<file path="src/rtl/control_fsm.sv">
// Multicycle control unit for the IF674 MIPS subset: drives every datapath enable and mux select.
// Outputs decode from state (funct in R-type, alu_zero in branches); no backpressure, memory is 1-cycle.
module control_fsm #(
    parameter logic [4:0]  RESET_STATE = 5'd0,
    parameter logic [31:0] VEC_OPCODE  = 32'd253,
    parameter logic [31:0] VEC_OVF     = 32'd254
) (
    input  logic       clk,
    input  logic       rst,
    input  logic [5:0] opcode,
    input  logic [5:0] funct,
    input  logic       alu_overflow,
    input  logic       alu_zero,
    output logic       pc_write,
    output logic [1:0] pc_src,
    output logic [1:0] iord,
    output logic [1:0] error_sel,
    output logic       mem_write,
    output logic       ir_write,
    output logic       mdr_write,
    output logic       a_write,
    output logic       b_write,
    output logic       aluout_write,
    output logic       epc_write,
    output logic       reg_write,
    output logic [2:0] reg_dst,
    output logic [3:0] mem_to_reg,
    output logic       alu_src_a,
    output logic [1:0] alu_src_b,
    output logic [2:0] alu_op,
    output logic [4:0] state_out
);

    localparam logic [5:0] OP_RTYPE = 6'h00;
    localparam logic [5:0] OP_J     = 6'h02;
    localparam logic [5:0] OP_JAL   = 6'h03;
    localparam logic [5:0] OP_BEQ   = 6'h04;
    localparam logic [5:0] OP_BNE   = 6'h05;
    localparam logic [5:0] OP_ADDI  = 6'h08;
    localparam logic [5:0] OP_LW    = 6'h23;
    localparam logic [5:0] OP_SW    = 6'h2B;

    localparam logic [5:0] FN_JR  = 6'h08;
    localparam logic [5:0] FN_ADD = 6'h20;
    localparam logic [5:0] FN_SUB = 6'h22;
    localparam logic [5:0] FN_AND = 6'h24;
    localparam logic [5:0] FN_SLT = 6'h2A;

    localparam logic [2:0] ALU_LOADA = 3'b000;
    localparam logic [2:0] ALU_ADD   = 3'b001;
    localparam logic [2:0] ALU_SUB   = 3'b010;
    localparam logic [2:0] ALU_AND   = 3'b011;
    localparam logic [2:0] ALU_CMP   = 3'b111;

    // Encodings are offsets from RESET_STATE so any reset encoding stays collision-free.
    typedef enum logic [4:0] {
        S_RESET      = RESET_STATE,
        S_FETCH      = RESET_STATE + 5'd1,
        S_FETCH_WAIT = RESET_STATE + 5'd2,
        S_DECODE     = RESET_STATE + 5'd3,
        S_R_EXEC     = RESET_STATE + 5'd4,
        S_R_WB       = RESET_STATE + 5'd5,
        S_ADDI_EXEC  = RESET_STATE + 5'd6,
        S_ADDI_WB    = RESET_STATE + 5'd7,
        S_MEM_ADDR   = RESET_STATE + 5'd8,
        S_LW_READ    = RESET_STATE + 5'd9,
        S_LW_WAIT    = RESET_STATE + 5'd10,
        S_LW_WB      = RESET_STATE + 5'd11,
        S_SW_WRITE   = RESET_STATE + 5'd12,
        S_BEQ        = RESET_STATE + 5'd13,
        S_BNE        = RESET_STATE + 5'd14,
        S_J          = RESET_STATE + 5'd15,
        S_JAL        = RESET_STATE + 5'd16,
        S_JR         = RESET_STATE + 5'd17,
        S_EXC_EPC    = RESET_STATE + 5'd18,
        S_EXC_READ   = RESET_STATE + 5'd19,
        S_EXC_WAIT   = RESET_STATE + 5'd20,
        S_EXC_LOAD   = RESET_STATE + 5'd21
    } state_t;

    state_t state;
    logic   cause;
    logic   fn_arith;
    logic   fn_alu;
    logic   unused_vec;

    assign fn_arith = (funct == FN_ADD) || (funct == FN_SUB);
    assign fn_alu   = fn_arith || (funct == FN_AND) || (funct == FN_SLT);

    // The handler addresses live in the datapath's error mux; error_sel picks between them.
    assign unused_vec = ^{VEC_OPCODE, VEC_OVF};

    always_ff @(posedge clk or posedge rst) begin
        if (rst) begin
            state <= S_RESET;
            cause <= 1'b0;
        end else begin
            case (state)
                S_RESET:      state <= S_FETCH;
                S_FETCH:      state <= S_FETCH_WAIT;
                S_FETCH_WAIT: state <= S_DECODE;
                S_DECODE: begin
                    case (opcode)
                        OP_RTYPE: begin
                            if (fn_alu) begin
                                state <= S_R_EXEC;
                            end else if (funct == FN_JR) begin
                                state <= S_JR;
                            end else begin
                                state <= S_EXC_EPC;
                                cause <= 1'b0;
                            end
                        end
                        OP_ADDI:      state <= S_ADDI_EXEC;
                        OP_LW, OP_SW: state <= S_MEM_ADDR;
                        OP_BEQ:       state <= S_BEQ;
                        OP_BNE:       state <= S_BNE;
                        OP_J:         state <= S_J;
                        OP_JAL:       state <= S_JAL;
                        default: begin
                            state <= S_EXC_EPC;
                            cause <= 1'b0;
                        end
                    endcase
                end
                S_R_EXEC: begin
                    // and/slt cannot trap, so overflow only matters for add/sub.
                    if (fn_arith && alu_overflow) begin
                        state <= S_EXC_EPC;
                        cause <= 1'b1;
                    end else begin
                        state <= S_R_WB;
                    end
                end
                S_ADDI_EXEC: begin
                    if (alu_overflow) begin
                        state <= S_EXC_EPC;
                        cause <= 1'b1;
                    end else begin
                        state <= S_ADDI_WB;
                    end
                end
                S_MEM_ADDR:   state <= (opcode == OP_LW) ? S_LW_READ : S_SW_WRITE;
                S_LW_READ:    state <= S_LW_WAIT;
                S_LW_WAIT:    state <= S_LW_WB;
                S_EXC_EPC:    state <= S_EXC_READ;
                S_EXC_READ:   state <= S_EXC_WAIT;
                S_EXC_WAIT:   state <= S_EXC_LOAD;
                S_R_WB, S_ADDI_WB, S_LW_WB, S_SW_WRITE, S_BEQ, S_BNE,
                S_J, S_JAL, S_JR, S_EXC_LOAD: state <= S_FETCH;
                default:      state <= S_RESET;
            endcase
        end
    end

    always_comb begin
        pc_write     = 1'b0;
        pc_src       = 2'd0;
        iord         = 2'd0;
        error_sel    = 2'd0;
        mem_write    = 1'b0;
        ir_write     = 1'b0;
        mdr_write    = 1'b0;
        a_write      = 1'b0;
        b_write      = 1'b0;
        aluout_write = 1'b0;
        epc_write    = 1'b0;
        reg_write    = 1'b0;
        reg_dst      = 3'd0;
        mem_to_reg   = 4'd0;
        alu_src_a    = 1'b0;
        alu_src_b    = 2'd0;
        alu_op       = ALU_LOADA;
        state_out    = state;
        case (state)
            S_FETCH: begin
                alu_src_b = 2'd1;
                alu_op    = ALU_ADD;
                pc_write  = 1'b1;
            end
            S_FETCH_WAIT: ir_write = 1'b1;
            S_DECODE: begin
                a_write      = 1'b1;
                b_write      = 1'b1;
                alu_src_b    = 2'd3;
                alu_op       = ALU_ADD;
                aluout_write = 1'b1;
            end
            S_R_EXEC: begin
                alu_src_a    = 1'b1;
                aluout_write = 1'b1;
                case (funct)
                    FN_ADD:  alu_op = ALU_ADD;
                    FN_SUB:  alu_op = ALU_SUB;
                    FN_AND:  alu_op = ALU_AND;
                    FN_SLT:  alu_op = ALU_CMP;
                    default: alu_op = ALU_LOADA;
                endcase
            end
            S_R_WB: begin
                reg_write  = 1'b1;
                reg_dst    = 3'd1;
                mem_to_reg = (funct == FN_SLT) ? 4'd5 : 4'd1;
            end
            S_ADDI_EXEC, S_MEM_ADDR: begin
                alu_src_a    = 1'b1;
                alu_src_b    = 2'd2;
                alu_op       = ALU_ADD;
                aluout_write = 1'b1;
            end
            S_ADDI_WB: begin
                reg_write  = 1'b1;
                mem_to_reg = 4'd1;
            end
            S_LW_READ: iord = 2'd2;
            S_LW_WAIT: mdr_write = 1'b1;
            S_LW_WB: begin
                reg_write  = 1'b1;
                mem_to_reg = 4'd4;
            end
            S_SW_WRITE: begin
                iord      = 2'd2;
                mem_write = 1'b1;
            end
            S_BEQ, S_BNE: begin
                alu_src_a = 1'b1;
                alu_op    = ALU_SUB;
                pc_src    = 2'd1;
                pc_write  = (state == S_BEQ) ? alu_zero : !alu_zero;
            end
            S_J: begin
                pc_src   = 2'd2;
                pc_write = 1'b1;
            end
            S_JAL: begin
                reg_write  = 1'b1;
                reg_dst    = 3'd2;
                mem_to_reg = 4'd8;
                pc_src     = 2'd2;
                pc_write   = 1'b1;
            end
            S_JR: begin
                alu_src_a = 1'b1;
                alu_op    = ALU_LOADA;
                pc_write  = 1'b1;
            end
            S_EXC_EPC: begin
                alu_src_b = 2'd1;
                alu_op    = ALU_SUB;
                epc_write = 1'b1;
                error_sel = {1'b0, cause};
            end
            S_EXC_READ: begin
                iord      = 2'd1;
                error_sel = {1'b0, cause};
            end
            S_EXC_WAIT: error_sel = {1'b0, cause};
            S_EXC_LOAD: begin
                pc_src    = 2'd3;
                pc_write  = 1'b1;
                error_sel = {1'b0, cause};
            end
            default: ;
        endcase
    end

endmodule

</file>
<file path="config.mk">
export PLATFORM = sky130hd
export DESIGN_NAME = control_fsm
export DESIGN_NICKNAME = d
export VERILOG_FILES = /design/src/rtl/control_fsm.sv
export SDC_FILE = /design/constraint.sdc
export NUM_CORES = 1
export LEC_CHECK = 0
export BUFFER_PORTS_ARGS = -buffer_cell sky130_fd_sc_hd__buf_4
export CAP_MARGIN = 20
export CORE_MARGIN = 2
export CORE_UTILIZATION = 45
export CTS_BUF_LIST = sky130_fd_sc_hd__clkbuf_2 sky130_fd_sc_hd__clkbuf_4 sky130_fd_sc_hd__clkbuf_8
export CTS_CLUSTER_DIAMETER = 150
export CTS_CLUSTER_SIZE = 24
export DETAILED_ROUTE_END_ITERATION = 8
export HOLD_SLACK_MARGIN = 0.1
export MAX_ROUTING_LAYER = met4
export PLACE_DENSITY_LB_ADDON = 0.08
export SLEW_MARGIN = 25
export SYNTH_ARGS = -nofsm -noshare
export SYNTH_HDL_FRONTEND = slang
export SYNTH_SLANG_ARGS = --single-unit
</file>
<file path="constraint.sdc">
create_clock -name clk -period 1.85 [get_ports clk]
set_clock_uncertainty 0.1 [all_clocks]
set_input_delay 0.37 -clock clk [delete_from_list [all_inputs] [get_ports clk]]
set_output_delay 0.37 -clock clk [all_outputs]
set_load 0.02 [all_outputs]
</file>
==> results of run 1 <==
stage by stage:
step / TNS, ns / utilization / std cells / setup WS (ns) / instance area (µm²)
floorplan: -0.608 / - / 189 / -0.131 / 1370
global placement: -0.953 / 0.784 / 291 / -0.265 / 1960
detailed placement: -1.20 / 0.784 / 291 / -0.288 / 1960
cells by family after synthesis:
group,after synthesis,synth area share
buffers and inverters,26,0.111
and+or+nand+nor,92,0.409
DFF,6,0.125
muxes,2,0.0166
xor gates and xnor gates,2,0.0146
AOI/OAI and AO/OA,58,0.321
other,1,0.00312
==> run metrics, run 1 <==
Bufs on Longest Clock Path 2; sequential element share of the synthesized area 0.125; synth warn 0; Post-synth top cells nand2_1 (21), nor2_1 (21), o21ai_0 (15), a21oi_1 (12), nor2b_1 (12); Hold Buf Count CTS 1; Avg Cell Area, Syn 6.43 µm²; Post-CTS Setup Bufs 34; Area contributors post-synth dfrtp_1 (12%), nand2_1 (6.6%), nor2_1 (6.6%); die width 55.7 µm; cell row count 18; DP HPWL 3410 µm; Synth Cell Area 1200 µm²; post-CTS sizing 95; most used flip-flop cell after synthesis dfrtp_1; ys async rst share 1.00; Last stage clock tree synthesis; Post-Syn Instances 187; CTS HTree Levels 1; Synth Register Bits 6; Synth area leader dfrtp_1; Synth cell types 51; die extent in y 55.7 µm; root buffer cell clkbuf_4; RD Place Congestion 0.924; Starting Density 0.481; share of the synthesized area in the top cell type 0.125; status did not finish; error message [ERROR DPL-0038] Utilization greater than 100%, impossible to legalize; Top Ports 49; number of synthesized flops with an enable pin 0; Sink Count 6; IO buf count 45; CTS buffer count 3
==> inputs of run 2 (changes only) <==
==> config.mk (replaced) <==
export PLATFORM = sky130hd
export DESIGN_NAME = control_fsm
export DESIGN_NICKNAME = d
export VERILOG_FILES = /design/src/rtl/control_fsm.sv
export SDC_FILE = /design/constraint.sdc
export NUM_CORES = 1
export LEC_CHECK = 0
export BUFFER_PORTS_ARGS = -buffer_cell sky130_fd_sc_hd__buf_4
export CAP_MARGIN = 20
export CORE_MARGIN = 2
export CORE_UTILIZATION = 30
export DETAILED_ROUTE_END_ITERATION = 8
export PLACE_DENSITY_LB_ADDON = 0.15
export SLEW_MARGIN = 25
export SYNTH_ARGS = -nofsm -noshare
export SYNTH_HDL_FRONTEND = slang
export SYNTH_SLANG_ARGS = --single-unit
==> constraint.sdc (replaced) <==
create_clock -name clk -period 2.4 [get_ports clk]
set_clock_uncertainty 0.1 [all_clocks]
set_input_delay 0.48 -clock clk [delete_from_list [all_inputs] [get_ports clk]]
set_output_delay 0.48 -clock clk [all_outputs]
set_load 0.02 [all_outputs]
==> run 2 against run 1 <==
  * The flow now finishes without violations
  * Synthesized cell count stayed put
  * Synthesized area stayed put
==> run metrics, run 2 <==
most common cell after layout, fill and taps aside buf_4; wire per inst 13.8 µm; Via Count 1,522; synth-to-layout area growth 41.2%; Synth Register Bits 6; setup repair after global routing missed its margin false; DRT Pass-1 Iters 4; most frequent cells in the layout buf_4 (64), nand2_1 (21), nor2_1 (20); Avg Cell Area, Syn 6.43 µm²; nets 254; core area 3910 µm²; Leak 0.739 nW; Vias/cell 5.32; root buffer cell clkbuf_8; Synth Cell Area 1200 µm²; synth warn 0; WS Path Type in -> out; first-pass GRT wire length 6510 µm; largest net degree at the start of global routing 21; max reg flops 5; Synth area leader dfrtp_1; CTS buffer count 3; R2R Path Start state_out[3]; Worst EP required 1.82 ns; period utilization 0.963; ys async rst share 1.00; IO buf count 45; sequential element share of the synthesized area 0.125; Critical Path Fanout Max 2; Starting Density 0.307; Bufs on Longest Clock Path 2; cell row count 23; fin crit period 2.31 ns; Sink Count 6; die width 67.3 µm; number of DRC markers in iteration 0 82; number of synthesized flops with an enable pin 0; drt total wl 3940 µm; clk_lat worst skew 0.21 ns; Top Ports 49; max-capacitance violation count 0; DP HPWL 3210 µm; Worst R2R Setup Slack 0.30 ns; Area contributors post-synth dfrtp_1 (12%), nand2_1 (6.6%), nor2_1 (6.6%); end point of the critical path mem_to_reg[2]; vias in the first global route 1,404; Post-Syn Instances 187; CP Launch Type primary input; final setup violation count 0; initial antenna violation count 0; worst r2r path cells 6; FMAX 433 MHz; reg2reg end state_out[0]; post-route ant nets 0; most used flip-flop cell after synthesis dfrtp_1; Worst-path clk slew 0.03 ns; Tightest Hold Check Type in -> async; setup TNS 0 ns; share of the synthesized area in the top cell type 0.125; CTS HTree Levels 1; Critical Path End Type output pin; DRC violation count after routing 0; gr usage total 0.182; Synth cell types 51; crit path launch funct[0]; maximum vdd drop 286 µV; pwr dens 1070 nW/µm²; Post-CTS Setup Bufs 0; share of cells above drive strength 1 0.335; crit path DAT 1.73 ns; RD Place Congestion 0.903; max-slew violation count 0; Power, Total 1.82 mW; ANT cells 0; Hold Vio Cnt, Final 0; die extent in y 67.3 µm; status finished, final reports clean; grt ovf 0; Post-synth top cells nand2_1 (21), nor2_1 (21), o21ai_0 (15), a21oi_1 (12), nor2b_1 (12); CTS tree built; die area 4530 µm²
-- run 2: what timing repair did --
item                       CTS  global route
gates resized for setup      0             6
hold buffers                 0             0
setup endpoints to repair    0             8
-- run 2: how the worst min path moves through the flow --
stage          from      endpoint  slack (ns)  depth (start not counted)
6_report        rst  state_out[3]        0.08                          2
3_5_place_dp    rst  state_out[1]        0.31                          2
3_3_place_gp    rst  state_out[1]        0.30                          2
5_1_grt         rst  state_out[3]        0.11                          2
2_1_floorplan   rst         cause        0.17                          1
4_1_cts         rst  state_out[1]        0.08                          2
-- run 2: stage by stage --
stage,cells,hold WS (ns),util,area [µm²],worst slack [ns]
6_report,286,0.0793,0.434,1700,0.0885
2_1_floorplan,189,0.171,-,1210,0.0255
4_1_cts,286,0.0829,0.431,1690,0.0167
5_1_grt,286,0.108,0.434,1700,0.0177
3_3_place_gp,283,0.304,0.421,1650,0.00255
3_5_place_dp,283,0.311,0.421,1650,0.0323
-- run 2: where the power goes --
| part | switching, mW | total (mW) | internal, mW |
|---|---|---|---|
| clock network | 0.0362 | 0.143 | 0.107 |
| registers | 0.136 | 0.284 | 0.147 |
| logic | 0.767 | 1.40 | 0.630 |
-- run 2: kinds of logic (layout without fill, tap and decap cells) --
family | after synthesis | after routing | share of synthesized area
simple gates | 92 | 92 | 0.409
compound gates | 58 | 58 | 0.321
buf+inv | 26 | 73 | 0.111
flops | 6 | 6 | 0.125
xor+xnor | 2 | 2 | 0.0146
mux | 2 | 2 | 0.0166
other cells | 1 | 3 | 0.00312
-- run 2: area by class of cell --
class	count	area, µm²
Inverter	6	22.5
Tap cell	50	62.6
Clock buffer	3	41.3
Sequential cell	6	155
Multi-Input combinational cell	157	936
Timing Repair Buffer	64	480
Fill cell	453	2220
-- run 2: critical path: stages --
cell and delay, ns:
buf_4 0.11, or3b_4 0.39, or4_1 0.47, a21oi_1 0.13, buf_4 0.15
-- run 2: metal layers --
layer | track usage | share of wire
met1 | 0.244 | 0.46
met2 | 0.325 | 0.49
met3 | 0.0183 | 0.058
met4 | 0.0153 | 0
met5 | 0 | 0
No activity file was read; power rests on OpenSTA's default activity.
==> inputs of run 3 (changes only) <==
--- a/config.mk
+++ b/config.mk
@@ -7,8 +7,10 @@
 export LEC_CHECK = 0
 export BUFFER_PORTS_ARGS = -buffer_cell sky130_fd_sc_hd__buf_4
 export CAP_MARGIN = 20
+export CELL_PAD_IN_SITES_DETAIL_PLACEMENT = 1
+export CELL_PAD_IN_SITES_GLOBAL_PLACEMENT = 2
 export CORE_MARGIN = 2
-export CORE_UTILIZATION = 30
+export CORE_UTILIZATION = 24
 export DETAILED_ROUTE_END_ITERATION = 8
 export PLACE_DENSITY_LB_ADDON = 0.15
 export SLEW_MARGIN = 25
==> run 3 against run 2 <==
  * Critical path type unchanged
  * Critical endpoint unchanged
  * Register-to-register slack improved by 0.10 ns
  * Non-clock buffer count decreased by 1
  * Combinational power grew 5%
  * Highest routed layer is now met4
  * Clock power grew 4%
==> run metrics, run 3 (same netlist as run 2, synthesis figures left out) <==
IO buf count 45; synth-to-layout area growth 45.3%; wire per inst 15.7 µm; status finished, final reports clean; DRC violation count after routing 0; fill cell count 643; Bufs on Longest Clock Path 2; initial antenna violation count 0; fin crit period 2.37 ns; clk_lat worst skew 0.22 ns; gr usage total 0.175; reg2reg end state_out[0]; Via Count 1,559; CTS buffer count 3; number of DRC markers in iteration 0 50; Sink Count 6; max reg flops 5; Register Area 154 µm²; Vias/cell 5.16; maximum vdd drop 412 µV; R2R Path Start state_out[3]; die width 74.8 µm; WS Path Type in -> out; Starting Density 0.251; Leak 0.742 nW; Hold Buf Count CTS 0; period utilization 0.989; FMAX 421 MHz; area of the multi-input gates 960 µm²; Top Ports 49; Critical Path Fanout Max 2; Post-CTS Setup Bufs 0; die extent in y 74.8 µm; root buffer cell clkbuf_8; ANT cells 0; max-slew violation count 0; Worst EP required 1.82 ns; CTS tree built; Worst R2R Setup Slack 0.40 ns; Hold Vio Cnt, Final 0; pwr dens 1090 nW/µm²; Critical Path End Type output pin; worst r2r path cells 6; most common cell after layout, fill and taps aside buf_4; DRT Pass-1 Iters 4; vias in the first global route 1,594; CTS HTree Levels 1; Tightest Hold Check Type in -> async; Power, Total 1.90 mW; RD Place Congestion 0.873; cell row count 25; setup TNS 0 ns; die area 5590 µm²; most frequent cells in the layout buf_4 (62), nand2_1 (21), nor2_1 (19); final setup violation count 0; largest net degree at the start of global routing 25; first-pass GRT wire length 7650 µm; Worst-path clk slew 0.04 ns; post-route ant nets 0; nets 253; CP Launch Type primary input; core area 4790 µm²; grt ovf 0; DP HPWL 3820 µm; share of cells above drive strength 1 0.345; max-capacitance violation count 0; crit path DAT 1.79 ns; drt total wl 4730 µm
==> run 3: final cells by class <==
| class | count | area share |
|---|---|---|
| inverter | 6 | 0.0129 |
| tap | 67 | 0.0480 |
| clock buffer | 3 | 0.0236 |
| timing repair buffer | 63 | 0.278 |
| multi-input combinational | 157 | 0.549 |
| sequential | 6 | 0.0881 |
==> run 3: critical path, stage by stage <==
cell     delay, ns
buf_4         0.11
or3b_1        0.40
or4_4         0.52
a21oi_2       0.13
buf_4         0.15
==> run 3: worst max path at each step <==
stage          startpoint             to  slack, ns
4_1_cts          funct[0]  mem_to_reg[2]       0.02
2_1_floorplan    funct[0]  mem_to_reg[2]       0.03
3_5_place_dp     funct[0]      alu_op[0]      0.009
6_report         funct[0]  mem_to_reg[2]       0.03
3_3_place_gp     funct[0]  mem_to_reg[2]    -0.0001
5_1_grt          funct[0]  mem_to_reg[2]      -0.01
==> run 3: through the flow <==
step	instances	hold slack, ns	utilization	cell area [µm²]	setup WS (ns)
floorplan	189	0.171	-	1210	0.0255
global placement	299	0.306	0.350	1670	-0.0000967
detailed placement	299	0.320	0.350	1670	0.00871
CTS	302	0.0870	0.360	1720	0.0153
global route	302	0.103	0.365	1750	-0.0135
finish	302	0.0833	0.365	1750	0.0269
==> run 3: timing repair <==
item | CTS | global route
endpoints found under the setup margin | 2 | 6
pin swaps | 1 | 0
endpoints found under the hold margin | 0 | 0
resized for setup | 2 | 7
==> run 3: power by group <==
part	leakage [nW]	total [mW]	switching, mW	internal (mW)
registers	0.0740	0.277	0.131	0.146
logic	0.646	1.47	0.824	0.645
clock network	0.0216	0.149	0.0419	0.108
total	0.742	1.90	0.997	0.899
==> run 3: per-layer routing <==
metal,GRT usage,up-vias,share of wire
met3,0.0241,4,0.054
met1,0.249,736,0.47
met2,0.282,50,0.47
met5,0,-,0
met4,0.0377,0,0.0072
li1,-,769,-
